--- config.mk ---
export PLATFORM = sky130hd
export DESIGN_NAME = shift_result_stage
export DESIGN_NICKNAME = d
export VERILOG_FILES = /design/src/rtl/shift_result_stage_pkg.sv /design/src/rtl/shift_result_stage_flag_gen.sv /design/src/rtl/shift_result_stage.sv
export SDC_FILE = /design/constraint.sdc
export NUM_CORES = 1
export LEC_CHECK = 0
export CORE_MARGIN = 2
export CORE_UTILIZATION = 45
export DETAILED_ROUTE_END_ITERATION = 12
export GPL_TIMING_DRIVEN = 0
export PLACE_DENSITY = 0.73
export SLEW_MARGIN = 20
export SYNTH_ARGS = -nofsm -noshare
export SYNTH_HDL_FRONTEND = slang
export SYNTH_HIERARCHICAL = 1
export SYNTH_SLANG_ARGS = --single-unit
--- constraint.sdc ---
create_clock -name clk -period 4.53 [get_ports clk]
set_input_delay 0.453 -clock clk [delete_from_list [all_inputs] [get_ports clk]]
set_output_delay 0.453 -clock clk [all_outputs]
set_load 0.02 [all_outputs]
--- src/rtl/shift_result_stage_pkg.sv ---
// Shared ALU definitions for the shift result stage.
// Widths, gating FSM encoding and the buffered entry layout.
package shift_result_stage_pkg;

  localparam int DW = 16;
  localparam int AW = 4;

  typedef enum logic {
    ACTIVE = 1'b0,
    GATED  = 1'b1
  } gate_state_t;

  typedef struct packed {
    logic [DW-1:0] result;
    logic          zero;
    logic          neg;
    logic          carry;
  } entry_t;

endpackage

--- src/rtl/shift_result_stage_flag_gen.sv ---
// Zero / negative / carry-out flags for a logical shift result.
// Carry is the last bit shifted out of the pre-shift operand.
module shift_flag_gen
  import shift_result_stage_pkg::*;
(
  input  logic [DW-1:0] result,
  input  logic [DW-1:0] src,
  input  logic [AW-1:0] amt,
  input  logic          dir,
  output logic          zero,
  output logic          neg,
  output logic          carry
);

  logic [AW-1:0] idx;

  always_comb begin
    // left: bit DW-amt (wraps to amt's two's complement in AW bits)
    idx   = dir ? (amt - AW'(1)) : (AW'(0) - amt);
    zero  = (result == '0);
    neg   = result[DW-1];
    carry = (amt == '0) ? 1'b0 : src[idx];
  end

endmodule

--- src/rtl/shift_result_stage.sv ---
// Shifter writeback stage: 2-entry result FIFO with flags and
// an idle-driven clock-gate enable for the shifter operands.
module shift_result_stage
  import shift_result_stage_pkg::*;
#(
  parameter int IDLE_CYCLES = 4
) (
  input  logic          clk,
  input  logic          rst,
  input  logic          in_valid,
  output logic          in_ready,
  input  logic [DW-1:0] in_result,
  input  logic [DW-1:0] in_src,
  input  logic [AW-1:0] in_amt,
  input  logic          in_dir,
  output logic          out_valid,
  input  logic          out_ready,
  output logic [DW-1:0] out_result,
  output logic          out_zero,
  output logic          out_neg,
  output logic          out_carry,
  output logic          gate_en,
  output logic          busy
);

  localparam logic [3:0] IDLE_MAX  = 4'(IDLE_CYCLES);
  localparam logic [3:0] IDLE_LAST = 4'(IDLE_CYCLES - 1);

  gate_state_t state, state_n;
  logic [3:0]  idle, idle_n;
  logic [1:0]  count;
  entry_t      head, tail, fresh;
  logic        push, pop;

  shift_flag_gen u_flags (
    .result (in_result),
    .src    (in_src),
    .amt    (in_amt),
    .dir    (in_dir),
    .zero   (fresh.zero),
    .neg    (fresh.neg),
    .carry  (fresh.carry)
  );

  assign fresh.result = in_result;

  assign gate_en   = (state == ACTIVE);
  assign in_ready  = gate_en && (count != 2'd2) && !rst;
  assign out_valid = (count != 2'd0);
  assign busy      = (count != 2'd0);
  assign push      = in_valid && in_ready;
  assign pop       = out_valid && out_ready;

  assign out_result = head.result;
  assign out_zero   = head.zero;
  assign out_neg    = head.neg;
  assign out_carry  = head.carry;

  always_comb begin
    state_n = state;
    idle_n  = idle;
    unique case (state)
      ACTIVE: begin
        if (in_valid || count != 2'd0) begin
          idle_n = '0;
        end else begin
          idle_n = (idle == IDLE_MAX) ? idle : idle + 4'd1;
          if (idle == IDLE_LAST) state_n = GATED;
        end
      end
      GATED: begin
        if (in_valid) begin
          state_n = ACTIVE;
          idle_n  = '0;
        end
      end
      default: begin
        state_n = ACTIVE;
        idle_n  = '0;
      end
    endcase
  end

  always_ff @(posedge clk) begin
    if (rst) begin
      state <= ACTIVE;
      idle  <= '0;
    end else begin
      state <= state_n;
      idle  <= idle_n;
    end
  end

  // head is the registered output; tail only fills when head is held
  always_ff @(posedge clk) begin
    if (rst) begin
      count <= '0;
      head  <= '0;
      tail  <= '0;
    end else begin
      case ({push, pop})
        2'b10: begin
          if (count == 2'd0) head <= fresh;
          else               tail <= fresh;
          count <= count + 2'd1;
        end
        2'b01: begin
          if (count == 2'd2) head <= tail;
          count <= count - 2'd1;
        end
        2'b11: head <= fresh;
        default: ;
      endcase
    end
  end

endmodule

### After elaboration in Yosys (flattened, before gate mapping)

Cells that the tools add are included.

| operators by class | value |
|---|---|
| $add $sub $neg | 5 |
| eq/ne operators | 11 |
| mux-type cells | 16 |
| reductions and logical operators | 15 |
| bitwise gates (word level) | 2 |
| magnitude comparators | 1 |

Operators by type and width:

| kind | number |
|---|---|
| $pmux W19 S3 | 1 |
| $mux W19 | 2 |
| $logic_not A16 Y1 | 1 |
| $mux W4 | 4 |
| $ne A2 B2 Y1 const B | 4 |
| $pmux W4 S2 | 1 |
| $eq A2 B2 Y1 const B | 3 |
| $lt A4 B5 Y1 const B | 1 |
| $mux W1 | 5 |
| $add A4 B1 Y4 const B | 1 |
| $bmux W1 S4 | 1 |
| $eq A4 B2 Y1 const B | 1 |
| $eq A4 B3 Y1 const B | 1 |
| $logic_and A1 B1 Y1 | 4 |
| $logic_not A4 Y1 | 1 |
| $pmux W2 S2 | 1 |
| $reduce_and A2 Y1 | 2 |
| $reduce_bool A2 Y1 | 2 |
| $sub A1 B4 Y4 const A | 1 |
| $sub A4 B1 Y4 const B | 1 |
| $ne A3 B3 Y1 const B | 1 |
| $reduce_and A3 Y1 | 1 |
| $reduce_bool A3 Y1 | 1 |
| $add A2 B1 Y2 const B | 1 |
| other kinds (7) | 8 |

| word-level totals | value |
|---|---|
| input bits | 41 |
| output and inout bits | 23 |
| logic and storage cells | 61 |
| bits in registers | 45 |

### Depth between registers and ports, before layout

Gate-level depths: netlist of run 1.

| depth | value |
|---|---|
| depth after elaboration | 7 |
| mapped depth | 12 |
| gate-level depth less buffers | 10 |

### By module

The synthesis of run 1 kept the hierarchy.

Modules (own cells, without submodules):

| module | cells each | sequential area each (um^2) | area an instance (um^2) | instances |
|---|---|---|---|---|
| shift_result_stage | 248 | 900.9 | 2078.2 | 1 |
| shift_flag_gen | 55 | 0.0 | 490.5 | 1 |

### Worst setup path after synthesis of run 1

No wires, ideal clock.

| timing | value |
|---|---|
| kind | in2reg |
| from | input in_amt[0] |
| to | register head, in the netlist out_carry |
| path slack | 1450 ps |
| library setup time | 70 ps |
| path buffers | 3 |
| stages | 12 |
| data required time | 4460 ps |
| data arrival time | 3009 ps |
| cells stage by stage | buf_6 -> buf_6 -> inv_2 -> ha_1 -> clkbuf_1 -> mux4_2 -> or4_1 -> o311ai_1 -> a2bb2oi_2 -> mux2i_1 -> or3_1 -> a21oi_1 |

RTL lines:

| item | line | source |
|---|---|---|
| start: declaration | shift_result_stage.sv:14 | `input logic [AW-1:0] in_amt,` |
| end signal: assignment | shift_result_stage.sv:103 | `if (count == 2'd0) head <= fresh;` |
| end signal: assignment | shift_result_stage.sv:108 | `if (count == 2'd2) head <= tail;` |
| end signal: assignment | shift_result_stage.sv:111 | `2'b11: head <= fresh;` |
| end: declaration | shift_result_stage.sv:32 | `entry_t head, tail, fresh;` |

==> results of run 1 <==
## worst max-delay path, stage by stage
cell and delay [ns]:
clkdlybuf4s50_1 0.52, inv_1 0.07, ha_1 0.26, clkbuf_1 0.35, mux4_2 0.58, or4_1 0.41
o311ai_1 0.12, a2bb2oi_2 0.18, mux2i_1 0.08, or3_1 0.33, a21oi_1 0.14
## metrics by stage
| stage | hold WS (ns) | total power [mW] |
|---|---|---|
| 6_report | 0.376 | 1.46 |
| 5_1_grt | 0.384 | 1.56 |
| 2_1_floorplan | 0.433 | 0.920 |
| 3_3_place_gp | 0.441 | 1.14 |
| 4_1_cts | 0.373 | 1.47 |
| 3_5_place_dp | 0.447 | 1.15 |
## per-layer routing
metal  part of all wire  wire [um]
met1               0.46       2790
met3              0.057        346
met2               0.47       2880
met5                  0          0
met4              0.013         80
## sequential cells by signal, summed over array words and instances, names as in the netlist
register / count
out_result: 16
out_carry: 1
tail: 19
idle: 4
state: 1
count: 2
out_neg: 1
out_zero: 1
## power groups by stage
stage                     combinational [mW]  sequential, mW  clock [mW]
after floorplan                        0.374           0.546           0
after global placement                 0.631           0.507           0
after detailed placement               0.642           0.512           0
after CTS                              0.644           0.502       0.324
after global routing                   0.706           0.511       0.340
final                                  0.643           0.502       0.315
## cells in the final DEF (no fill, tap or decap), types with 2 or more instances in the layout
cell type        instances
and3_1                   3
inv_1                    7
o21ai_0                 21
xnor2_1                  2
a21oi_1                 45
xor2_1                   3
dfxtp_1                 45
clkbuf_8                 7
nand2b_1                 2
or3_1                   19
ha_1                     7
nor3_1                   4
nand2_1                 45
and2_1                   2
buf_4                    3
buf_6                    3
mux2i_1                 34
mux4_2                   3
or4_1                    3
buf_2                    7
nor4_1                   5
nor2_1                   9
clkdlybuf4s50_1         61
clkbuf_1                13
## final cells by class
type                       count  share of cell area
clock buffer                   7              0.0255
inverter                       8             0.00887
timing repair buffer          61               0.180
buffer                        26              0.0443
sequential                    45               0.266
clock inverter                 1             0.00887
tap                           72              0.0266
multi-input combinational    224               0.439
## worst min path at each step
stage              from            end  slack, ns  cells past startpoint
2_1_floorplan  tail[15]       tail[15]       0.43                      2
4_1_cts             rst  out_result[1]       0.37                      2
3_3_place_gp    tail[4]        tail[4]       0.44                      2
5_1_grt             rst  out_result[1]       0.38                      2
3_5_place_dp   tail[16]       tail[16]       0.45                      2
6_report            rst  out_result[1]       0.38                      2
## cell families (layout without fill, tap and decap cells)
logic type      after synthesis  after routing  synth area share
simple gates                101            101             0.202
mux                          38             38             0.163
xor+xnor                      6              6            0.0234
flops                        45             45             0.351
buf+inv                      34            103            0.0701
fa+ha+maj                     7              7            0.0341
compound gates               72             72             0.157
==> impl_metrics.ini, run 1 <==
[clock_tree]
cts_sinks = 45
post_cts_buffers = 0
cts_made_buffers = 5
clkSlewWorstSetupHoldPaths_ns = 0.08
ctsHoldBuffers = 0
cts_buffer_depth = 2
clock_insertion_delay_worst_skew_ns = 0.30
ctsResizeCount = 0
htree_levels = 2
cts_tree = built
cts_root_buf = clkbuf_8

[final_layout]
final_net_count = 419
regArea_um2 = 901
instances_no_fill = 444
n_antenna_cell = 0
area_growth_pct = 31.8
drive_gt1_frac = 0.0833
multi_input_area_um2 = 1490
final_cell_area_um2 = 3390
fin_util = 0.615
n_fill_cell = 493

[routing]
drcViolationCount = 0
drt-wirelength-per-cell_um = 13.7
vias_per_cell = 5.28
initialDrtViolationCount = 100
ant_nets = 0
wirelength_um = 6100
first_pass_iters = 4
vias = 2345

[timing]
setup_viol_count_final = 0
tightest_slew_ns = 0.470
drv_slew = 0
finClkSkew_ns = 0.00814
fin_crit_sh = 0.720
fmaxAchievable_mhz = 307
rsz0062_at_grt = no
fin_crit_ns = 3.26
final.setup.tns_ns = 0
worst_slack_ns = 1.27
final_hold_viol_count = 0
max-slew-margin-rel = 0.687

[global_route]
grtUsageTotal = 0.196
grt.busiest_layer = met2
grtUsageMet3 = 0.0441
grt_max_degree = 14
antenna_found_initial = 0
grt_util_met2 = 0.306
grt_first_pass_wirelength_um = 9610
grt-ovfl-total = 0
use_met1 = 0.269
first_global_vias = 2037

[power_and_ir_drop]
p_switching_mw = 0.523
combinationalPowerShare = 0.440
ir_worst_vdd_uv = 239
p_clk_frac = 0.216
leakage_nw = 1.22
power.density_nw_per_um2 = 431
swShare = 0.358
p_int_mw = 0.938
p_seq_frac = 0.344

[synthesis]
syn-cell-area_um2 = 2570
ys_seq_elements = 45
synth_edf_count = 0
synth-async-reset-ratio = 0
yosysTopAreaCell = dfxtp_1
synth_area_per_cell_um2 = 8.48
synth_area_leaders = dfxtp_1 35%, mux2i_1 13%, a21oi_1 8.8%, nand2_1 6.6%, or3_1 4.6%
synth_top_area_share = 0.351
seq_area_frac_synth = 0.351
syn_nets = 351
synth_cell_types = 41
syn_inst = 303
yosys_warnings = 6
synth_common_cells = 45 x a21oi_1, 45 x dfxtp_1, 45 x nand2_1, 34 x mux2i_1, 21 x o21ai_0
synth_ff_type = dfxtp_1

[critical_path]
end_kind = flop
r2r-start = count[0]
reg2reg_depth = 11
crit_arrival_ns = 3.50
crit_start = in_amt[1]
endpoint = out_carry
crit_fanout = 9
reg2reg_to = out_neg
required_ns = 4.77
path_class = in2reg
start_kind = input port
ff2ff_setup_slack_ns = 2.02

[placement]
post_dp_cell_area_um2 = 3270
place_congestion = 0.803
placed_cells = 436
pre_cts_slack_ns = 0.919
io_buffer_count = 61
dp_hpwl_um = 4660

[run]
cap_violations = 0

[floorplanning]
core_area_um2 = 5510
rows = 27
dieHeight_um = 79.6
ios = 64
initial_core_util = 0.466
dieArea_um2 = 6330
die_width_um = 79.6

[run_status]
outcome = finished clean

[hold_path]
hp-class = in2reg
No activity file was read; power rests on OpenSTA's default activity.
==> run 2: changes to the inputs <==
==> constraint.sdc (replaced) <==
create_clock -name clk -period 3.1 [get_ports clk]
set_input_delay 0.31 -clock clk [delete_from_list [all_inputs] [get_ports clk]]
set_output_delay 0.31 -clock clk [all_outputs]
set_load 0.02 [all_outputs]
==> impl_metrics.ini, run 2 (synthesis results as in run 1) <==
[final_layout]
fin_util = 0.615
instances_no_fill = 443
final_cell_mix = 61 x clkdlybuf4s50_1, 45 x nand2_1, 45 x a21oi_1, 45 x dfxtp_1, 34 x mux2i_1
n_antenna_cell = 0
regMostFlops = tail
area_growth_pct = 31.8
n_fill_cell = 495
final_net_count = 418
largest_register_ffs = 19
layout_commonest_cell = clkdlybuf4s50_1
drive_gt1_frac = 0.0863

[floorplanning]
dieArea_um2 = 6330
rows = 27
initial_core_util = 0.466
dieHeight_um = 79.6
die_width_um = 79.6
core_area_um2 = 5510
ios = 64

[global_route]
antenna_found_initial = 0
grt_max_degree = 14
grt_first_pass_wirelength_um = 9600
grt-ovfl-total = 0
first_global_vias = 2035
grtUsageTotal = 0.196

[placement]
io_buffer_count = 61
place_congestion = 0.803
dp_hpwl_um = 4660
placed_cells = 436
pre_cts_slack_ns = -0.368

[critical_path]
path_class = in2reg
crit_arrival_ns = 3.15
end_kind = flop
start_kind = input port
required_ns = 3.34
crit_fanout = 9

[timing]
fin_crit_ns = 2.91
fin_crit_sh = 0.938
final_hold_viol_count = 0
final.setup.tns_ns = 0
tightest_slew_ns = 0.482
rsz0062_at_grt = no
setup_viol_count_final = 0
worst_slack_ns = 0.191
finClkSkew_ns = 0.00920
max-slew-margin-rel = 0.678
drv_slew = 0
fmaxAchievable_mhz = 344

[routing]
ant_nets = 0
first_pass_iters = 4
drcViolationCount = 0
wirelength_um = 6150
drt-wirelength-per-cell_um = 13.9
vias_per_cell = 5.29
initialDrtViolationCount = 103
vias = 2345

[clock_tree]
cts_sinks = 45
cts_made_buffers = 5
post_cts_buffers = 0
cts_buffer_depth = 2
cts_tree = built
clock_insertion_delay_worst_skew_ns = 0.31
htree_levels = 2
ctsHoldBuffers = 0
ctsResizeCount = 0
clkSlewWorstSetupHoldPaths_ns = 0.08
cts_root_buf = clkbuf_8

[power_and_ir_drop]
total_power_mw = 2.14
leakage_nw = 1.22
power.density_nw_per_um2 = 632
ir_worst_vdd_uv = 349

[run_status]
outcome = finished clean

[run]
cap_violations = 0

[hold_path]
hp-class = in2reg
run 2: worst paths after layout:
path	from	end	slack [ns]	cells after the start
max reg2reg	count[0]	out_neg	0.58	11
max	in_amt[1]	out_carry	0.19	10
min reg2reg	tail[18]	tail[18]	0.46	2
min	rst	out_result[0]	0.23	2
run 2: cell type report:
| class | instances | area, um^2 | share of cell area |
|---|---|---|---|
| Inverter | 8 | 30.0 | 0.00887 |
| Clock buffer | 7 | 86.3 | 0.0255 |
| Tap cell | 72 | 90.1 | 0.0266 |
| Timing Repair Buffer | 61 | 611 | 0.180 |
| Clock inverter | 1 | 30.0 | 0.00887 |
| Multi-Input combinational cell | 224 | 1490 | 0.440 |
| Sequential cell | 45 | 901 | 0.266 |
| Buffer | 25 | 146 | 0.0433 |
run 2: report_power, final:
part / switching, mW / internal [mW]
logic: 0.504 / 0.439
clock network: 0.200 / 0.263
registers: 0.0627 / 0.671
total: 0.767 / 1.37
run 2: worst max-delay path, stage by stage:
cell and delay [ns]:
clkdlybuf4s50_1 0.52, inv_1 0.08, ha_2 0.44, mux4_2 0.54
or4_1 0.41, o311ai_1 0.12, a2bb2oi_2 0.18, mux2i_1 0.08
or3_1 0.33, a21oi_1 0.14
run 2: metrics by stage:
stage	hold WS, ns	area, um^2
2_1_floorplan	0.389	2570
3_3_place_gp	0.441	3270
3_5_place_dp	0.447	3270
4_1_cts	0.230	3380
5_1_grt	0.241	3380
6_report	0.235	3380
run 2: metal layers:
metal / vias to the layer above / GRT usage / wire length [um]
met5: - / 0 / 0
met4: 0 / 0.0621 / 85
met3: 7 / 0.0441 / 292
met2: 55 / 0.306 / 2920
met1: 1083 / 0.268 / 2850
li1: 1200 / - / -
==> run 3: changes to the inputs <==
==> constraint.sdc (replaced) <==
create_clock -name clk -period 3.3 [get_ports clk]
set_input_delay 0.33 -clock clk [delete_from_list [all_inputs] [get_ports clk]]
set_output_delay 0.33 -clock clk [all_outputs]
set_load 0.02 [all_outputs]
==> impl_metrics.ini, run 3 (synthesis results as in run 1) <==
[final_layout]
n_antenna_cell = 0
fin_util = 0.614
area_growth_pct = 31.7
final_cell_mix = 61 x clkdlybuf4s50_1, 45 x nand2_1, 45 x a21oi_1, 45 x dfxtp_1, 34 x mux2i_1
final_cell_area_um2 = 3380
drive_gt1_frac = 0.0836
largest_register_ffs = 19
regMostFlops = tail
final_net_count = 418
layout_commonest_cell = clkdlybuf4s50_1

[power_and_ir_drop]
p_seq_frac = 0.343
swShare = 0.359
combinationalPowerShare = 0.440
power.density_nw_per_um2 = 594
p_clk_frac = 0.217
ir_worst_vdd_uv = 328
leakage_nw = 1.22
p_switching_mw = 0.721
p_int_mw = 1.29

[clock_tree]
ctsResizeCount = 0
htree_levels = 2
cts_buffer_depth = 2
cts_sinks = 45
clock_insertion_delay_worst_skew_ns = 0.31
cts_root_buf = clkbuf_8
clkSlewWorstSetupHoldPaths_ns = 0.08
cts_tree = built
cts_made_buffers = 5
ctsHoldBuffers = 0
post_cts_buffers = 0

[floorplanning]
die_width_um = 79.6
dieHeight_um = 79.6
initial_core_util = 0.466
ios = 64
core_area_um2 = 5510
dieArea_um2 = 6330
rows = 27

[run]
cap_violations = 0

[routing]
vias = 2350
drt-wirelength-per-cell_um = 13.8
wirelength_um = 6130
initialDrtViolationCount = 129
drcViolationCount = 0
vias_per_cell = 5.30
ant_nets = 0
first_pass_iters = 4

[placement]
post_dp_cell_area_um2 = 3270
dp_hpwl_um = 4660
place_congestion = 0.803
io_buffer_count = 61

[hold_path]
hp-class = in2reg
min_path_cells = 2

[timing]
rsz0062_at_grt = no
fin_crit_sh = 0.907
max-slew-margin-rel = 0.696
final_hold_viol_count = 0
setup_viol_count_final = 0
fmaxAchievable_mhz = 334
drv_slew = 0
tightest_slew_ns = 0.456
finClkSkew_ns = 0.00948
fin_crit_ns = 2.99

[global_route]
grt_max_degree = 14
grt_first_pass_wirelength_um = 9610
grtUsageTotal = 0.196
first_global_vias = 2037
antenna_found_initial = 0
grt-ovfl-total = 0

[critical_path]
end_kind = flop
crit_arrival_ns = 3.23
path_class = in2reg
required_ns = 3.54
start_kind = input port
reg2reg_depth = 11
crit_fanout = 9

[run_status]
outcome = finished clean
[run 3: changes by cell type in the layout (fill, tap and decap cells not counted)]
cell  delta
ha_1     +1
ha_2     -1
[run 3: through the flow]
step                std cells  hold slack (ns)  power (mW)  setup slack [ns]  setup TNS [ns]
finish                    443            0.253        2.01             0.308               0
detailed placement        436            0.447        1.58            -0.188          -0.188
global placement          436            0.441        1.56            -0.131          -0.131
floorplan                 303            0.409        1.26             0.343               0
global route              443            0.261        2.14             0.127               0
CTS                       444            0.250        2.02             0.137               0
[run 3: critical path, cell delays in order]
cell and delay (ns):
clkdlybuf4s50_1 0.52, inv_1 0.07, ha_1 0.48, mux4_2 0.57, or4_1 0.41, o311ai_1 0.12, a2bb2oi_2 0.18, mux2i_1 0.08
or3_1 0.33, a21oi_1 0.14
[run 3: final timing paths]
check | from | to | slack [ns]
setup / recovery | in_amt[1] | out_carry | 0.31
hold / removal | rst | out_result[0] | 0.25
setup reg to reg | count[0] | out_neg | 0.78
hold reg to reg | tail[4] | tail[4] | 0.46
[run 3: metal layers]
layer / vias up / track usage / part of all wire
li1: 1202 / - / -
met3: 7 / 0.0441 / 0.052
met5: - / 0 / 0
met4: 0 / 0.0621 / 0.014
met1: 1081 / 0.269 / 0.46
met2: 60 / 0.306 / 0.47
[run 3: area by class of cell]
type | count | area (um^2)
buffer | 25 | 146
clock buffer | 7 | 86.3
clock inverter | 1 | 30.0
fill | 493 | 2120
inverter | 8 | 30.0
multi-input combinational | 224 | 1490
sequential | 45 | 901
tap | 72 | 90.1
timing repair buffer | 61 | 611
[run 3: power groups by stage]
stage / Combinational, mW / Clock (mW) / Sequential [mW]
finish: 0.884 / 0.437 / 0.689
global route: 0.969 / 0.467 / 0.701
CTS: 0.884 / 0.445 / 0.689
floorplan: 0.513 / 0 / 0.749
global placement: 0.866 / 0 / 0.696
detailed placement: 0.881 / 0 / 0.703
